**src/rtl/tx_pkg.sv**
```systemverilog
// Shared definitions for the serial frame transmitter: field widths, instruction codes,
// transmit FSM states and the instruction legality check.
package tx_pkg;

  localparam int DATA_BITS  = 4;
  localparam int INSTR_BITS = 4;
  localparam int FRAME_BITS = DATA_BITS + INSTR_BITS;

  localparam logic [INSTR_BITS-1:0] INSTR_CLEAN = 4'd1;
  localparam logic [INSTR_BITS-1:0] INSTR_STORE = 4'd2;
  localparam logic [INSTR_BITS-1:0] INSTR_SHOW  = 4'd4;

  typedef enum logic [2:0] {
    ST_IDLE,
    ST_START,
    ST_DATA,
    ST_INSTR,
    ST_GUARD
  } tx_state_t;

  function automatic logic instr_ok(input logic [INSTR_BITS-1:0] code);
    return (code == INSTR_CLEAN) || (code == INSTR_STORE) || (code == INSTR_SHOW);
  endfunction

endpackage

```
**src/rtl/tx_fifo.sv**
```systemverilog
// Frame buffer for tx_serializer: DEPTH entries, wrap-around pointers with an extra
// lap bit for full/empty, and a simultaneous push+pop allowed when full.
module tx_fifo #(
  parameter int DEPTH = 4,
  parameter int WIDTH = 8
) (
  input  logic             clk2,
  input  logic             rst,
  input  logic             push,
  input  logic             pop,
  input  logic [WIDTH-1:0] wr_data,
  output logic [WIDTH-1:0] rd_data,
  output logic             full,
  output logic             empty
);

  localparam int AW = (DEPTH > 1) ? $clog2(DEPTH) : 1;

  logic [WIDTH-1:0] mem [DEPTH];
  logic [AW:0]      wr_ptr;
  logic [AW:0]      rd_ptr;
  logic             do_push;
  logic             do_pop;

  assign empty   = (wr_ptr == rd_ptr);
  assign full    = (wr_ptr[AW] != rd_ptr[AW]) && (wr_ptr[AW-1:0] == rd_ptr[AW-1:0]);
  assign do_pop  = pop && !empty;
  assign do_push = push && (!full || do_pop);
  assign rd_data = mem[rd_ptr[AW-1:0]];

  // NOTE: sequential state uses non-blocking assignments so every flop samples pre-edge values.
  always_ff @(posedge clk2 or posedge rst) begin
    if (rst) begin
      wr_ptr <= '0;
      rd_ptr <= '0;
    end else begin
      if (do_push) wr_ptr <= wr_ptr + (AW+1)'(1);
      if (do_pop)  rd_ptr <= rd_ptr + (AW+1)'(1);
    end
  end

  // NOTE: storage is not reset; the pointers alone decide which entries hold live frames.
  always_ff @(posedge clk2) begin
    if (do_push) mem[wr_ptr[AW-1:0]] <= wr_data;
  end

endmodule

```
**src/rtl/tx_serializer.sv**
```systemverilog
// Serial frame transmitter: start bit, data nibble, instruction nibble (LSB first), then GUARD
// idle-high cycles. Define TX_SERIALIZER_FIFO_EN to put a FIFO_DEPTH-entry frame FIFO in front.
module tx_serializer
  import tx_pkg::*;
#(
  parameter int GUARD      = 2,
  parameter int FIFO_DEPTH = 4
) (
  input  logic                  clk2,
  input  logic                  rst,
  input  logic                  send_valid,
  output logic                  send_ready,
  input  logic [DATA_BITS-1:0]  data_in,
  input  logic [INSTR_BITS-1:0] instr_in,
  output logic                  transmission,
  output logic                  busy,
  output logic                  drop
);

  tx_state_t             state;
  logic [3:0]            cnt;
  logic [DATA_BITS-1:0]  data_q;
  logic [INSTR_BITS-1:0] instr_q;
  logic                  ready_en;
  logic                  tail_q;
  logic                  offered_ok;
  logic                  accept;
  logic                  guard_last;
  logic                  load;
  logic [FRAME_BITS-1:0] load_frame;

  assign offered_ok = instr_ok(instr_in);
  assign accept     = send_valid && send_ready && offered_ok;
  assign guard_last = (state == ST_GUARD) && (cnt == 4'(GUARD - 1));

`ifdef TX_SERIALIZER_FIFO_EN
  logic                  fifo_full;
  logic                  fifo_empty;
  logic [FRAME_BITS-1:0] fifo_q;

  // A pop frees a slot on the same edge, so a full FIFO still takes a frame while the FSM pulls one.
  assign load       = !fifo_empty && ((state == ST_IDLE) || guard_last);
  assign load_frame = fifo_q;
  assign send_ready = ready_en && (!fifo_full || load);
  assign busy       = (state != ST_IDLE) || tail_q || !fifo_empty;

  tx_fifo #(
    .DEPTH (FIFO_DEPTH),
    .WIDTH (FRAME_BITS)
  ) u_fifo (
    .clk2    (clk2),
    .rst     (rst),
    .push    (accept),
    .pop     (load),
    .wr_data ({instr_in, data_in}),
    .rd_data (fifo_q),
    .full    (fifo_full),
    .empty   (fifo_empty)
  );
`else
  logic unused_depth;

  assign unused_depth = (FIFO_DEPTH != 0);
  assign load         = accept;
  assign load_frame   = {instr_in, data_in};
  assign send_ready   = ready_en && (state == ST_IDLE);
  assign busy         = (state != ST_IDLE) || tail_q;
`endif

  always_ff @(posedge clk2 or posedge rst) begin
    if (rst) begin
      state        <= ST_IDLE;
      cnt          <= '0;
      data_q       <= '0;
      instr_q      <= '0;
      transmission <= 1'b1;
      drop         <= 1'b0;
      tail_q       <= 1'b0;
      ready_en     <= 1'b0;
    end else begin
      ready_en <= 1'b1;
      drop     <= send_valid && send_ready && !offered_ok;
      tail_q   <= guard_last && !load;

      // The line trails the state by one cycle, so each bit is held for exactly one full cycle.
      unique case (state)
        ST_START: transmission <= 1'b0;
        ST_DATA:  transmission <= data_q[cnt[1:0]];
        ST_INSTR: transmission <= instr_q[cnt[1:0]];
        default:  transmission <= 1'b1;
      endcase

      unique case (state)
        ST_IDLE: begin
          if (load) begin
            {instr_q, data_q} <= load_frame;
            state             <= ST_START;
          end
        end
        ST_START: begin
          state <= ST_DATA;
          cnt   <= '0;
        end
        ST_DATA: begin
          if (cnt == 4'(DATA_BITS - 1)) begin
            state <= ST_INSTR;
            cnt   <= '0;
          end else begin
            cnt <= cnt + 4'd1;
          end
        end
        ST_INSTR: begin
          if (cnt == 4'(INSTR_BITS - 1)) begin
            state <= ST_GUARD;
            cnt   <= '0;
          end else begin
            cnt <= cnt + 4'd1;
          end
        end
        ST_GUARD: begin
          if (guard_last) begin
            if (load) begin
              {instr_q, data_q} <= load_frame;
              state             <= ST_START;
            end else begin
              state <= ST_IDLE;
            end
          end else begin
            cnt <= cnt + 4'd1;
          end
        end
        default: state <= ST_IDLE;
      endcase
    end
  end

endmodule
```
**config.mk**
```make
export PLATFORM = sky130hd
export DESIGN_NAME = tx_serializer
export DESIGN_NICKNAME = d
export VERILOG_FILES = /design/src/rtl/tx_pkg.sv /design/src/rtl/tx_fifo.sv /design/src/rtl/tx_serializer.sv
export SDC_FILE = /design/constraint.sdc
export NUM_CORES = 1
export LEC_CHECK = 0
export ABC_AREA = 0
export BUFFER_PORTS_ARGS = -buffer_cell sky130_fd_sc_hd__buf_2
export CAP_MARGIN = 0
export CORE_MARGIN = 1
export CORE_UTILIZATION = 49
export DETAILED_ROUTE_END_ITERATION = 16
export PLACE_DENSITY = 0.79
export SETUP_SLACK_MARGIN = 0.1
export SLEW_MARGIN = 20
export SYNTH_ARGS = -nofsm -noshare
export SYNTH_HDL_FRONTEND = slang
export SYNTH_HIERARCHICAL = 1
export SYNTH_SLANG_ARGS = --single-unit
```
**constraint.sdc**
```tcl
create_clock -name clk2 -period 1.4 [get_ports clk2]
set_input_delay 0.28 -clock clk2 [delete_from_list [all_inputs] [get_ports clk2]]
set_output_delay 0.28 -clock clk2 [all_outputs]
set_load 0.01 [all_outputs]
```
# --- Word-level counts from Yosys, hierarchy flattened ---
# Index checks and enable logic that the tools add are counted.
word_totals:
  ff_bits: 19
  inputBits: 11
  out_inout_bits: 4
  wordCells: 63
classes:
  n_addsub: 1
  n_lt_le_gt_ge: 1
  n_eq_ne: 14
  muxes: 20
  reduce_logical: 19
ops:
  columns: ["operator", "n"]
  rows:
  - ["$mux 4", 6]
  - ["$pmux 4 s2", 2]
  - ["$pmux 3 s5", 1]
  - ["$mux 3", 4]
  - ["$pmux 4 s3", 1]
  - ["$ne 2x2->1 const B", 5]
  - ["$eq 4x1->1 const B", 2]
  - ["$eq 4x2->1 const B", 2]
  - ["$eq 3x2->1 const B", 2]
  - ["$logic_and 1x1->1", 6]
  - ["$reduce_bool 3->1", 2]
  - ["$add 4x1->4 const B", 1]
  - ["$bmux 1 s2", 2]
  - ["$eq 4x3->1 const B", 1]
  - ["$reduce_and 2->1", 2]
  - ["$reduce_and 4->1", 1]
  - ["$eq 3x1->1 const B", 1]
  - ["$eq 3x3->1 const B", 1]
  - ["$logic_not 3->1", 1]
  - ["$logic_or 1x1->1", 3]
  - ["$lt 2x3->1 const B", 1]
  - ["$mux 1", 3]
  - ["$pmux 1 s3", 1]
  - ["$logic_not 1->1", 2]
  - ["2 further kinds", 2]

# --- Depth between registers and ports, before layout ---
logic_depth:
  depth_word: 7
  depth_mapped: 6
  depth_no_buf: 6

# --- Worst setup path after synthesis ---
# OpenSTA, ideal clock, no wires.
synth_path:
  kind: "flip-flop to flip-flop"
  startpoint: "reg cnt[0]"
  endpoint: "reg state[0]"
  setup_ps: 77
  t_arrival_ps: 1482
  required_ps: 1323
  setup_slack_ps: -159
  stages_incl_launch_ff: 6
  cell_sequence: "dfrtp_1 > ha_1 > nor3b_1 > xor2_1 > nand2_1 > a21oi_1"
synth_between:
  elab_chain_cells: 4
  word_cells_on_any_way: 7
synth_lines:
  columns: ["item", "line_no", "source"]
  rows:
  - ["start, declared", "tx_serializer.sv:21", "logic [3:0] cnt;"]
  - ["start signal, assigned", "tx_serializer.sv:109", "cnt <= cnt + 4'd1;"]
  - ["start signal, assigned", "tx_serializer.sv:117", "cnt <= cnt + 4'd1;"]
  - ["start signal, assigned", "tx_serializer.sv:129", "cnt <= cnt + 4'd1;"]
  - ["$eq 4x1->1", "tx_serializer.sv:34", "assign guard_last = (state == ST_GUARD) && (cnt == 4'(GUARD - 1));"]
  - ["$logic_and 1x1->1", "tx_serializer.sv:34", null]
  - ["$ne 2x2->1 (no source line)", null, null]
  - ["$reduce_and 4->1 (no source line) (*)", null, null]
  - ["end signal, assigned", "tx_serializer.sv:72", "state <= ST_IDLE;"]
  - ["end signal, assigned", "tx_serializer.sv:97", "state <= ST_START;"]
  - ["end signal, assigned", "tx_serializer.sv:101", "state <= ST_DATA;"]
  - ["end, declared", "tx_serializer.sv:20", "tx_state_t state;"]
# Every way passes the cells marked *; elsewhere a longest branch is shown, timed or not.
# A chain may end at the register's enable or synchronous reset.

# --- Worst setup path in the final report ---
layout_path:
  startpoint: "reg state[1]"
  endpoint: "out busy"
layout_between:
  elab_chain_cells: 2
layout_lines:
  columns: ["item", "line_no", "source"]
  rows:
  - ["$reduce_bool 3->1", "tx_serializer.sv:67", "assign busy = (state != ST_IDLE) || tail_q;"]
  - ["$logic_or 1x1->1", "tx_serializer.sv:67", null]
  - ["end, declared", "tx_serializer.sv:16", "output logic busy,"]
# No other way between the ends.

==> impl_metrics.py <==
metrics = {
    "route": {
        "num_vias": 795,
        "firstDrtPassIters": 4,
        "drtIter0Drc": 6,
        "post_drt_wl_per_cell_microns": 15.5,
        "via_per_inst": 5.37,
        "ant_nets": 0,
        "drc": 0,
        "wirelength_microns": 2300,
    },
    "power": {
        "irDropWorstVdd_mv": 1.32,
        "power_leakage_nw": 0.684,
        "swShare_pct": 37.0,
        "internal_power_mw": 1.85,
        "powerDensity_nw_per_um2": 1970,
        "power.share.clock_pct": 10.3,
        "comb_power_share_pct": 54.4,
        "switchingPower_mw": 1.08,
        "p_seq_share_pct": 35.3,
    },
    "die": {
        "rows": 15,
        "start_util_pct": 54.2,
        "die_h_microns": 46.6,
        "die_width_microns": 46.6,
        "core_sq_um": 1800,
        "die-area_sq_um": 2170,
        "ios": 15,
    },
    "yosys": {
        "synth_top_family_by_area": "multiplexers",
        "synthMuxAreaShare_pct": 14.7,
        "synth_edf_count": 0,
        "synth_cells": 80,
        "synth_area_sq_um": 976,
        "synth_seq_area_share_pct": 48.8,
        "ys_seq_elements": 19,
        "yosys.cell_types.count": 39,
        "synthesis.nets": 93,
        "yosys-top-cells-area": "dfrtp_1, mux2_2, mux4_2",
        "synthAdderAreaFrac_pct": 2.56,
        "synth_top_cell_area_share_pct": 46.2,
        "ys.flop_type": "dfrtp_1",
        "synthXorXnorAreaFrac_pct": 1.79,
        "synth_top_cell_by_area": "dfrtp_1",
        "syn_avg_cell_area_sq_um": 12.2,
        "synth_compound_area_share_pct": 13.2,
        "async_flop_share_pct": 100,
        "synthSimpleGateAreaFrac_pct": 13.8,
        "yosysWarnings": 6,
    },
    "status": {
        "violations": "setup timing",
        "status": "complete, but fails checks",
    },
    "clocking": {
        "cts-root-buf": "clkbuf_4",
        "cts.sinks": 19,
        "cts_tree": "built",
        "cts_buffers": 3,
        "clock_path_buffers": 2,
        "clock_latency_ns": 0.31,
        "path_clk_slew_ns": 0.12,
        "h-tree-depth": 1,
    },
    "grt": {
        "antenna_found_initial": 0,
        "grt-ovfl-total": 0,
        "grt_max_degree": 20,
        "grt_pass1_vias": 792,
        "grt_usage_pct": 23.6,
        "grt_pass1_wl_microns": 3450,
    },
    "critical_path": {
        "cp_max_fo": 3,
        "crit_buf_inv": 1,
        "max_stage_delay_ns": 0.44,
        "path_delay_family": "simple AND/OR/NAND/NOR gates",
        "start_kind": "flop",
        "crit_slowest_cell": "dfrtp_1",
        "cp.arrival_ns": 1.34,
        "crit_path_cell_trace": "nor3_4 -> or2b_1 -> buf_2",
        "worst-setup-path-type": "reg -> out",
        "endpoint_kind": "output port",
        "worst_ep_required_time_ns": 1.12,
    },
    "timing": {
        "hold_viol": 0,
        "finalCritPeriodShare_pct": 115,
        "worst_slack_ns": -0.216,
        "finalSetupViolCount": 12,
        "period_needed_ns": 1.62,
        "skew_ns": 0.00507,
        "maxSlewViolCount": 0,
        "rsz0062_at_grt": "yes",
        "max_freq_mhz": 619,
    },
    "placement": {
        "dpl_worst_slack_ns": -0.0880,
        "dp_hpwl_microns": 1280,
        "io_buffers": 14,
        "place_congestion": 0.808,
        "postPlaceCellArea_sq_um": 1160,
    },
    "final_layout": {
        "final_area_sq_um": 1490,
        "antenna_cells": 0,
        "drive_gt1_share_pct": 65.0,
        "area_growth_pct": 52.4,
        "nets": 137,
    },
    "min_path": {
        "min_path_type": "in -> reg",
    },
    "run": {
        "drv_cap": 0,
    },
}
==> metrics by stage <==
step	cells	util (%)	TNS [ns]	hold WS (ns)	power, mW
after floorplan	80	-	-0.143	0.230	1.74
after global placement	126	64.5	-0.353	0.308	2.00
after detailed placement	126	64.5	-0.515	0.308	2.04
after CTS	143	76.5	-1.10	0.195	2.70
after global routing	148	82.6	-2.37	0.186	3.11
final	148	82.6	-1.68	0.191	2.93
==> layout make-up <==
| class | count | area, sq um |
|---|---|---|
| clock buffers | 3 | 22.5 |
| clock inverters | 1 | 7.51 |
| fillers | 102 | 314 |
| inverters | 3 | 11.3 |
| multi-input cells | 54 | 594 |
| flip-flops and latches | 19 | 482 |
| well taps | 25 | 31.3 |
| repair buffers | 43 | 339 |
==> cells in the final DEF (no fill, tap or decap), types with 2 or more instances in the layout <==
| cell type | instances |
|---|---|
| buf_4 | 15 |
| nand2_1 | 4 |
| dfrtp_2 | 4 |
| buf_6 | 13 |
| mux2_4 | 4 |
| dfrtp_1 | 14 |
| nor3b_4 | 2 |
| mux2i_1 | 2 |
| xor2_1 | 2 |
| a21oi_2 | 2 |
| nand3_2 | 2 |
| mux4_2 | 2 |
| and2_1 | 2 |
| clkbuf_4 | 3 |
| inv_1 | 2 |
| mux2_2 | 3 |
| buf_2 | 14 |
==> registers in the layout, indices dropped and copies added, names as in the netlist <==
name / flops
transmission: 1
data_q: 4
cnt: 4
instr_q: 4
tail_q: 1
drop: 1
state: 3
ready_en: 1
==> cells in the mapped netlist (all sizes together), types with 2 or more instances <==
| master | count |
|---|---|
| a21oi | 2 |
| a31oi | 2 |
| and2 | 2 |
| buf | 3 |
| dfrtp | 18 |
| ha | 2 |
| inv | 3 |
| mux2 | 7 |
| mux2i | 2 |
| mux4 | 2 |
| nand2 | 4 |
| nand3 | 3 |
| nor2 | 2 |
| nor3b | 2 |
| nor4b | 2 |
| o21ai | 3 |
| o22ai | 2 |
| xor2 | 2 |
==> final timing paths <==
check / from / to / slack, ns / cells past startpoint
setup / recovery: state[1] / busy / -0.22 / 3
min in group asynchronous: rst / cnt[0] / 0.51 / 4
hold reg to reg: instr_q[3] / instr_q[3] / 0.51 / 1
setup reg to reg: state[1] / data_q[0] / -0.21 / 5
max in group asynchronous: rst / transmission / 0.62 / 4
hold / removal: data_in[3] / data_q[3] / 0.19 / 2
==> per-layer routing <==
metal	track usage (%)	routed length, microns
met1	29.2	1000
met2	38.3	1200
met3	3.14	49
met4	14.9	55
met5	0	0
==> power groups by stage <==
stage,clock [mW],combinational [mW],sequential (mW)
2_1_floorplan,0,0.782,0.955
3_3_place_gp,0,1.02,0.981
3_5_place_dp,0,1.05,0.991
4_1_cts,0.302,1.39,1.01
5_1_grt,0.327,1.72,1.06
6_report,0.303,1.59,1.03
==> cells by family after synthesis <==
logic type / count (synthesis)
AOI/OAI and AO/OA: 16
xor gates and xnor gates: 2
adders and majority gates: 2
buffers and inverters: 7
DFF: 19
muxes: 11
other: 1
and+or+nand+nor: 22
==> what timing repair did <==
item	in CTS	in global routing
resized for setup	23	14
hold buffers	1	0
setup buffers	12	6
pin swaps	5	4
endpoints found under the hold margin	18	0
setup endpoints to repair	17	20
Note: power is estimated with default switching activity, not from simulation.
